==> config.mk <==
export PLATFORM = sky130hd
export DESIGN_NAME = ls299_shift_reg
export DESIGN_NICKNAME = d
export VERILOG_FILES = /design/src/rtl/ls299_shift_reg.sv
export SDC_FILE = /design/constraint.sdc
export NUM_CORES = 1
export LEC_CHECK = 0
export ABC_AREA = 1
export ABC_CLOCK_PERIOD_IN_PS = 2460
export BUFFER_PORTS_ARGS = -buffer_cell sky130_fd_sc_hd__buf_2
export CAP_MARGIN = 20
export CORE_AREA = 2 2 39 41
export CTS_CLUSTER_SIZE = 24
export DETAILED_ROUTE_END_ITERATION = 10
export DIE_AREA = 0 0 41 43
export PLACE_DENSITY = 0.84
export SYNTH_ARGS = -nofsm -noshare
export SYNTH_HDL_FRONTEND = slang
export SYNTH_SLANG_ARGS = --single-unit
==> constraint.sdc <==
create_clock -name clk -period 2.46 [get_ports clk]
set_input_delay 0.492 -clock clk [delete_from_list [all_inputs] [get_ports clk]]
set_output_delay 0.492 -clock clk [all_outputs]
set_load 0.02 [all_outputs]
==> src/rtl/ls299_shift_reg.sv <==
// 74LS299 8-bit universal shift/storage register, modelled against an FPGA system clock.
// The TTL clock pin is sampled on clk and either edge-detected or used as a clock enable.
module ls299_shift_reg #(
    parameter bit CP_EDGE = 1'b1
) (
    input  logic       clk,
    input  logic       rst_n,
    input  logic       cp,
    input  logic       s0,
    input  logic       s1,
    input  logic       ds0,
    input  logic       ds7,
    input  logic       oe1_n,
    input  logic       oe2_n,
    input  logic [7:0] d_in,
    output logic [7:0] q_out,
    output logic       q_oe,
    output logic       q0,
    output logic       q7
);

    typedef enum logic [1:0] {
        MODE_HOLD = 2'b00,
        MODE_SHR  = 2'b01,
        MODE_SHL  = 2'b10,
        MODE_LOAD = 2'b11
    } mode_e;

    logic [7:0] reg_q;
    logic [7:0] reg_d;
    logic       cp_prev_q;
    logic       cp_event;
    mode_e      mode;

    function automatic logic [7:0] next_contents(
        input mode_e      m,
        input logic [7:0] cur,
        input logic       sr_in,
        input logic       sl_in,
        input logic [7:0] par
    );
        logic [7:0] nxt;
        nxt = cur;
        unique case (m)
            MODE_HOLD: nxt = cur;
            MODE_SHR:  nxt = {cur[6:0], sr_in};
            MODE_SHL:  nxt = {sl_in, cur[7:1]};
            MODE_LOAD: nxt = par;
            default:   nxt = cur;
        endcase
        return nxt;
    endfunction

    assign mode = mode_e'({s1, s0});

    // cp_prev_q resets high so a cp already high at reset release is not an edge.
    assign cp_event = CP_EDGE ? (cp & ~cp_prev_q) : cp;

    always_comb begin
        reg_d = reg_q;
        if (cp_event) begin
            reg_d = next_contents(mode, reg_q, ds0, ds7, d_in);
        end
    end

    always_ff @(posedge clk or negedge rst_n) begin
        if (!rst_n) begin
            reg_q     <= 8'h00;
            cp_prev_q <= 1'b1;
        end else begin
            reg_q     <= reg_d;
            cp_prev_q <= cp;
        end
    end

    // In load mode the physical I/O pins are inputs, so the drive is withdrawn.
    assign q_oe  = ~oe1_n & ~oe2_n & ~(s1 & s0);
    assign q_out = reg_q;
    assign q0    = reg_q[0];
    assign q7    = reg_q[7];

endmodule

# == Word-level counts from Yosys, hierarchy flattened ==
# Index checks and enable logic that the tools add are counted.
# word_totals
reg_bits,9
inputBits,17
out_inout_bits,11
# op_classes
eq_ne,3
mux,1
n_bitwise,9
reduce_logical,2
# op_table
cell,count
case mux 8 bit (3 select lines),1
NOT 1 bit,5
AND 1 bit,4
== test 2 bit (second input constant),2
== test 2 x 1 -> 1 bit (second input constant),1
logical NOT 2 bit,1
AND reduction 2 bit,1

# == Longest topological paths before layout ==
# Gate-level depths: netlist of the first run.
# depth
depth_word,3
ltp_mapped,7
ltp_nobuf,5

# == Worst setup path after synthesis of the first run ==
# Ideal clock, no wire load.
# synth_path
path_type,input to output
start,in s1
end,out q_oe
arrival_ns,1.027
t_required_ns,1.968
setup_slack_ns,0.941
stages,5
path_buffers,2
path_cell_list,buf_6 -> inv_2 -> buf_6 -> o21ai_0 -> inv_1
# synth_via
elab_chain_len,3
# synth_rtl
element,line,text
from (decl),10,"input logic s1,"
AND 1 bit,77,assign q_oe = ~oe1_n & ~oe2_n & ~(s1 & s0);
NOT 1 bit,77,
AND 1 bit,77,
to (decl),17,"output logic q_oe,"
# No other way between the ends.

# == Worst setup path in the final report of the first run ==
# Same ends and word-level chain as after synthesis.

==> key figures, run 1 <==
Clock tree
  – PostCTS Resize Cnt: 0
  – Clock root cell: clkbuf_4
  – Maximum clock path buffer count: 2
  – Post CTS Setup Buffer Count: 0
  – Clock transition at the registers of the reported paths: 0.06 ns
  – CTS Buf Count: 3
  – Hold_buf cts: 0
  – CTS tree: done
  – Clock sinks: 9
  – H-tree levels: 1
  – Worst-Skew Late Latency: 0.25 ns

Yosys
  – Seq cells post-synth: 9
  – Syn Nets: 99
  – Xor and xnor area share after synthesis: 0%
  – Gate count after technology mapping: between 80 and 90
  – Synth Area in Simple Gates: 45.4%
  – Largest family of logic cells by synthesized area: simple AND/OR/NAND/NOR gates
  – Mux share of post-synthesis cell area: 0%
  – YS warnings: 0
  – Mapped Area: slightly above 600 um2
  – Sequential area share after synthesis: between 30% and 40%
  – Synthesized-area fraction occupied by adder cells: 0%
  – Synthesized area per cell: 7.43 um2
  – Yosys cell types: 14
  – Synth Area in Compound Gates: 3.49%

Floorplan
  – Die Width: a little over 40 um
  – # IOs: 28
  – Core area: 1380 um2
  – Die height: 43 um
  – Die Footprint: 1760 um2
  – Num rows: 14
  – Initial Util: 44.0%

Timing
  – Actual slew at the worst max-slew pin: 0.284 ns
  – Period utilization: between 70% and 80%
  – Worst hold margin: approximately 0.079 ns
  – RSZ-0062 raised after global routing: no
  – Final min period: 1.82 ns
  – Max_slew headroom: roughly four fifths
  – Hold Fails Final Rpt: 0
  – Final setup viols: 0
  – Worst clock skew: 0.0000824 ns
  – Fmax: 550 MHz
  – Final setup TNS: 0 ns
  – Final Slew Violations: 0

GRT
  – First-pass GRT wire length: 2.41 mm
  – Remaining Overflow, GRT: 0
  – Initial antenna violation count: 0
  – All-layer global routing usage: roughly a fifth
  – Vias in the first global route: around 560
  – Pin count of the biggest net entering global routing: 18

Setup path
  – Worst setup SP type: input pin
  – Worst Path Required: just under 2 ns
  – Worst-path fanout max: 17
  – Worst setup path class: input pin to output port
  – Crit path DAT: around 1.3 ns
  – Crit path capture type: output port

Routing
  – Via count: about 650
  – Vias per cell: roughly 5.3
  – WL per Instance: 11.9 um
  – Routed Antenna Nets: 0
  – Drt first pass iters: 4
  – Drt drc: 0
  – DRT iter0 DRCs: 24
  – Post-Route WL: roughly 1.5 mm

Run status
  – Run status: finished clean

Place
  – Routability cong.: roughly 0.87
  – DP HPWL: 1.10 mm
  – Port Buffers: 27

Finish
  – Nets: about 120
  – Share of layout cells above drive strength 1: between 30% and 40%
  – Syn-to-layout area delta: 18.7%
  – Antenna fix cells: 0

Power and ir drop
  – LEAKAGE: about 0.42 nW
  – Overall power: ~0.48 mW
  – Power per cell area: about 660 nW/um2
  – Maximum VDD drop: 0.360 mV

Worst hold path
  – Worst hold-check path type: input pin to asynchronous set/reset pin

Run
  – Number of max-cap violations: 0
-- state kept, by name (all words and copies together), names as in the netlist --
register,flops
cp_prev_q,1
q_out,8
-- layout by cell type (no fill, tap or decap), types with 2 or more instances in the layout --
cell type / synthesis / final
nand2_1: 33 / 33
dfrtp_1: 8 / 8
buf_2: 0 / 27
clkbuf_4: 0 / 3
inv_1: 2 / 2
nand3_1: 24 / 24
-- worst paths after layout --
| kind | start | slack (ns) | endpoint | cells past startpoint |
|---|---|---|---|---|
| worst min-delay path | rst_n | 0.08 | q_out[7]$_DFFE_PN0P_ | 1 |
| max in group asynchronous | rst_n | 2.13 | cp_prev_q$_DFF_PN1_ | 1 |
| worst max-delay path | s1 | 0.64 | q_oe | 5 |
| min in group clk | cp | 0.37 | cp_prev_q$_DFF_PN1_ | 1 |
| worst min register to register | q_out[7]$_DFFE_PN0P_ | 0.53 | q_out[7]$_DFFE_PN0P_ | 2 |
| worst max register to register | cp_prev_q$_DFF_PN1_ | 1.46 | q_out[5]$_DFFE_PN0P_ | 5 |
-- routing by layer --
metal | up-vias | wire (um) | track usage, %
met2 | 30 | 729 | 30.3
met4 | 0 | 23 | 10.7
met3 | 4 | 112 | 2.09
met5 | - | 0 | 0
met1 | 299 | 589 | 26.7
li1 | 314 | - | -
-- cell families after synthesis --
| group | after synthesis |
|---|---|
| simple gates | 60 |
| buf+inv | 11 |
| flops | 9 |
| compound gates | 2 |
-- metrics by stage --
step | util [%] | cell area, um2 | instances | setup slack, ns
2_1_floorplan | - | 609 | 82 | 0.941
6_report | 52.3 | 723 | 122 | 0.642
3_5_place_dp | 50.4 | 697 | 118 | 0.663
3_3_place_gp | 50.4 | 697 | 118 | 0.702
4_1_cts | 52.3 | 723 | 122 | 0.663
5_1_grt | 52.3 | 723 | 122 | 0.584
-- critical path: stages --
cell     delay, ns
buf_2         0.26
inv_2         0.18
o21ai_0       0.19
inv_1         0.05
buf_2         0.15
-- cell type report --
cell class | count | area, um2
clock buffer | 4 | 26.3
timing repair buffer | 27 | 135
multi-input combinational | 62 | 298
tap | 16 | 20.0
sequential | 9 | 226
fill | 138 | 661
inverter | 4 | 17.5
-- Yosys cell counts --
cell type	number	area share (%)
a21oi_4	1	2.7
buf_4	3	3.7
buf_6	4	7.4
dfrtp_1	8	33
dfstp_2	1	4.3
inv_1	2	1.2
inv_2	1	0.62
inv_4	1	1.0
nand2_1	33	20
nand2_4	1	1.8
nand3_1	24	20
nand3_4	1	2.9
nor2_1	1	0.62
o21ai_0	1	0.82
-- power breakdown --
part           internal [mW]  switching, mW  total, mW
sequential             0.175         0.0275      0.202
clock                 0.0624         0.0498      0.112
combinational         0.0587          0.103      0.162
total                  0.296          0.181      0.477
No activity file was read; power rests on OpenSTA's default activity.
==> inputs of run 2 (changes only) <==
ABC_CLOCK_PERIOD_IN_PS = 1900   (was 2460)
CORE_AREA = default   (was 2 2 39 41)
CORE_UTILIZATION = 44   (was default)
DIE_AREA = default   (was 0 0 41 43)
PLACE_DENSITY = 0.82   (was 0.84)
clock period = 1.9 ns   (was 2.46 ns; I/O delays follow)
==> run 2 against run 1 <==
  * Global-route usage is 1.4 points higher
  * Critical endpoint unchanged
  * Non-clock buffer count up 1
  * Worst hold slack improved by 0.18 ns
  * Wire length down 6.7%
  * Utilization up 4.0 points
  * Highest routed layer unchanged
  * Sequential share of layout area is 0.37 points lower
  * Clock skew increased by 0.00064 ns
==> key figures, run 2 (synthesis results as in run 1) <==
Setup path
  – Crit-path slowest cell: buf_2
  – Cell family with most CP delay: buffers and inverters
  – Crit path to: q_oe
  – Worst-path cell chain: buf_2 > inv_2 > o21ai_0 > inv_1 > buf_2
  – Crit path DAT: about 1.2 ns
  – CP bufs+invs: 4
  – Worst setup path class: input pin to output port
  – Critical Path Source: s1
  – Worst Path Required: 1.52 ns
  – CP peak stage delay: around 0.26 ns
  – Worst-path fanout max: 17
  – R2R Path End: q_out[5]$_DFFE_PN0P_
  – R2R depth: 5
  – Crit. path cell count: 5
  – Worst setup SP type: input pin
  – Crit path capture type: output port
  – Reg2reg start: cp_prev_q$_DFF_PN1_
  – Most used cell, CP: buf_2
  – Flop2flop setup slack: 0.90 ns

Routing
  – Drt drc: 0
  – Post-Route WL: 1.36 mm
  – Via count: approximately 620
  – Vias per cell: 5.09
  – Drt first pass iters: 4
  – WL per Instance: 11.1 um
  – Routed Antenna Nets: 0
  – DRT iter0 DRCs: 14

Clock tree
  – Clock sinks: 9
  – Clock root cell: clkbuf_4
  – CTS tree: done
  – Clock transition at the registers of the reported paths: 0.06 ns
  – CTS Buf Count: 3
  – Post CTS Setup Buffer Count: 0
  – Maximum clock path buffer count: 2
  – H-tree levels: 1
  – Worst-Skew Late Latency: roughly 0.25 ns

Run
  – Number of max-cap violations: 0

Finish
  – Nets: around 130
  – Number of fill cells: roughly 140
  – Most frequent cells in the layout: nand2_1 (33), buf_2 (27), nand3_1 (24)
  – Most common cell after layout, fill and taps aside: nand2_1
  – Final instance area: 732 um2
  – Antenna fix cells: 0
  – Syn-to-layout area delta: 20.1%
  – Max reg flops: 8
  – Share of layout cells above drive strength 1: 33.6%

Timing
  – Final setup viols: 0
  – Period utilization: between 80% and 90%
  – Min setup slack post-route: about 0.32 ns
  – RSZ-0062 raised after global routing: no
  – Final Slew Violations: 0
  – Worst hold margin: 0.255 ns
  – Actual slew at the worst max-slew pin: ~0.28 ns
  – Max_slew headroom: around four fifths
  – Hold Fails Final Rpt: 0
  – Worst clock skew: slightly above 0.0007 ns
  – Final min period: ~1.6 ns
  – Fmax: 631 MHz
  – Final setup TNS: 0 ns

Place
  – Placed cell area: a little under 700 um2
  – DP HPWL: 1.00 mm
  – Setup WS pre-CTS: roughly 0.31 ns
  – Routability cong.: 0.852
  – Port Buffers: 27

Power and ir drop
  – LEAKAGE: 0.422 nW
  – Maximum VDD drop: about 0.38 mV
  – Overall power: between 0.6 and 0.7 mW
  – Power per cell area: approximately 840 nW/um2

GRT
  – First-pass GRT wire length: ~2.2 mm
  – Vias in the first global route: 526
  – Remaining Overflow, GRT: 0
  – All-layer global routing usage: between 20% and 30%
  – Pin count of the biggest net entering global routing: 18
  – Initial antenna violation count: 0

Run status
  – Run status: finished clean

Floorplan
  – Core area: 1300 um2
  – Initial Util: ~47%
  – Die Footprint: approximately 1500 um2
  – Num rows: 13
  – # IOs: 28
  – Die Width: between 30 and 40 um
  – Die height: ~40 um

Worst hold path
  – Worst hold-check path type: input pin to flop
run 2: changes by cell type in the layout (fill, tap and decap cells not counted), sizes merged:
cell         previous run  this run
dlygate4sd3             0         1
run 2: timing repair:
item,CTS,global route
gates resized for setup,0,0
hold buffers,1,0
hold endpoints to repair,8,0
run 2: per-stage QoR:
stage | cells | utilization, %
2_1_floorplan | 82 | -
4_1_cts | 122 | 56.3
3_5_place_dp | 117 | 53.5
3_3_place_gp | 117 | 53.5
6_report | 122 | 56.3
5_1_grt | 122 | 56.3
run 2: per-layer routing:
layer	track usage, %	part of all wire, %	up-vias
met2	35.8	48	28
met5	0	0	-
li1	-	-	312
met1	25.6	43	277
met3	3.47	7.0	4
met4	12.1	2.0	0
run 2: how the worst min path moves through the flow:
| stage | start | end | slack, ns | cells after the start |
|---|---|---|---|---|
| 6_report | cp | cp_prev_q$_DFF_PN1_ | 0.25 | 1 |
| 4_1_cts | cp | cp_prev_q$_DFF_PN1_ | 0.25 | 1 |
| 2_1_floorplan | rst_n | q_out[0]$_DFFE_PN0P_ | 0.08 | 0 |
| 3_3_place_gp | rst_n | q_out[0]$_DFFE_PN0P_ | 0.24 | 1 |
| 5_1_grt | cp | cp_prev_q$_DFF_PN1_ | 0.25 | 1 |
| 3_5_place_dp | rst_n | q_out[0]$_DFFE_PN0P_ | 0.24 | 1 |
run 2: layout make-up:
cell class,instances,area (um2),share of cell area [%]
tap,15,18.8,2.56
multi-input combinational,62,298,40.7
sequential,9,226,30.9
clock buffer,4,26.3,3.59
timing repair buffer,28,145,19.8
inverter,4,17.5,2.39
run 2: power by group:
part	leakage, nW	switching, mW	internal [mW]	total [mW]
Sequential	0.115	0.0342	0.227	0.261
Clock	0.0150	0.0676	0.0810	0.149
Combinational	0.292	0.132	0.0773	0.209
==> inputs of run 3 (changes only) <==
ABC_CLOCK_PERIOD_IN_PS = 1610   (was 1900)
clock period = 1.61 ns   (was 1.9 ns; I/O delays follow)
==> run 3 against run 2 <==
  * Register-to-register slack worse by 0.28 ns
  * Clock power is 21% higher
  * Wire length is 2.1% higher
  * Largest power group unchanged
==> key figures, run 3 (synthesis results as in run 1) <==
Finish
  – Antenna fix cells: 0
  – Nets: 125
  – Most common cell after layout, fill and taps aside: nand2_1
  – Number of fill cells: ~140
  – Sequential Area: 226 um2
  – Syn-to-layout area delta: 20.1%
  – Area of the multi-input gates: 298 um2
  – Most frequent cells in the layout: nand2_1 (33), buf_2 (27), nand3_1 (24)
  – Max reg flops: 8
  – Share of layout cells above drive strength 1: roughly a third
  – Final instance area: approximately 730 um2

Setup path
  – R2R depth: 5
  – Crit path capture type: output port
  – Reg2reg start: cp_prev_q$_DFF_PN1_
  – Worst Path Required: between 1 and 1.5 ns
  – Worst-path fanout max: 17
  – Worst setup path class: input pin to output port
  – R2R Path End: q_out[7]$_DFFE_PN0P_
  – Worst setup SP type: input pin
  – Crit path DAT: around 1.2 ns
  – Critical Path Source: s1
  – Flop2flop setup slack: between 0.6 and 0.7 ns

Worst hold path
  – Hold Startpoint: cp
  – Hold Path End: cp_prev_q$_DFF_PN1_
  – Worst Hold Depth: 1
  – Worst hold-check path type: input pin to flop

Floorplan
  – Initial Util: approximately 47%
  – Die Width: approximately 39 um
  – Core area: ~1300 um2
  – Die height: slightly below 40 um
  – # IOs: 28
  – Num rows: 13
  – Die Footprint: between 1500 and 2000 um2

Power and ir drop
  – Maximum VDD drop: about 0.62 mV
  – LEAKAGE: 0.422 nW
  – Power per cell area: between 1000 and 1500 nW/um2
  – Overall power: about 0.74 mW

Routing
  – WL per Instance: approximately 11 um
  – Post-Route WL: ~1.4 mm
  – DRT iter0 DRCs: 24
  – Routed Antenna Nets: 0
  – Via count: between 600 and 700
  – Vias per cell: a little over 5
  – Drt drc: 0
  – Drt first pass iters: 4

Timing
  – Final setup TNS: 0 ns
  – Period utilization: 91.7%
  – RSZ-0062 raised after global routing: no
  – Final setup viols: 0
  – Final min period: approximately 1.5 ns
  – Worst hold margin: 0.188 ns
  – Worst clock skew: ~0.0013 ns
  – Final Slew Violations: 0
  – Fmax: 678 MHz
  – Actual slew at the worst max-slew pin: between 0.2 and 0.3 ns
  – Hold Fails Final Rpt: 0
  – Max_slew headroom: around 80%

Clock tree
  – Clock sinks: 9
  – Hold_buf cts: 1
  – Maximum clock path buffer count: 2
  – Post CTS Setup Buffer Count: 0
  – CTS tree: done
  – PostCTS Resize Cnt: 0
  – Clock root cell: clkbuf_4
  – CTS Buf Count: 3
  – Clock transition at the registers of the reported paths: 0.06 ns
  – H-tree levels: 1
  – Worst-Skew Late Latency: 0.26 ns

Place
  – DP HPWL: around 1 mm
  – Routability cong.: 0.868
  – Placed cell area: just under 700 um2
  – Port Buffers: 27

GRT
  – First-pass GRT wire length: 2.25 mm
  – Initial antenna violation count: 0
  – Pin count of the biggest net entering global routing: 18
  – Remaining Overflow, GRT: 0
  – Vias in the first global route: between 500 and 600
  – All-layer global routing usage: ~22%

Run
  – Number of max-cap violations: 0

Run status
  – Run status: finished clean
## run 3: cell counts in the layout (fill, tap and decap cells not counted)
No cell type changed its count.
## run 3: critical path, cell delays in order
cell and delay [ns]:
buf_2 0.27, inv_2 0.18, o21ai_0 0.18, inv_1 0.05, buf_2 0.15
## run 3: routing by layer
| metal | GRT usage, % | share of wire (%) | up-vias |
|---|---|---|---|
| li1 | - | - | 315 |
| met4 | 12.9 | 1.9 | 0 |
| met5 | 0 | 0 | - |
| met2 | 33.3 | 47 | 21 |
| met3 | 1.73 | 4.5 | 4 |
| met1 | 30.8 | 46 | 287 |
## run 3: power breakdown
group / switching [mW] / internal, mW
sequential: 0.0418 / 0.267
clock: 0.0841 / 0.0959
combinational: 0.158 / 0.0912
total: 0.283 / 0.454
## run 3: area by class of cell
type | instances | area share [%]
Multi-Input combinational cell | 62 | 40.7
Timing Repair Buffer | 28 | 19.8
Clock buffer | 4 | 3.59
Inverter | 4 | 2.39
Tap cell | 15 | 2.56
Sequential cell | 9 | 30.9
## run 3: stage by stage
step | std cells | setup slack, ns | util, %
final | 122 | 0.134 | 56.3
after global routing | 122 | 0.0537 | 56.3
after CTS | 122 | 0.140 | 56.3
after detailed placement | 117 | 0.140 | 53.5
after global placement | 117 | 0.192 | 53.5
after floorplan | 82 | 0.431 | -
## run 3: how the worst max path moves through the flow
stage | to | slack (ns) | cells past startpoint
finish | q_oe | 0.13 | 5
global route | q_oe | 0.05 | 5
CTS | q_oe | 0.14 | 5
detailed placement | q_oe | 0.14 | 5
global placement | q_oe | 0.19 | 5
floorplan | q_oe | 0.43 | 5
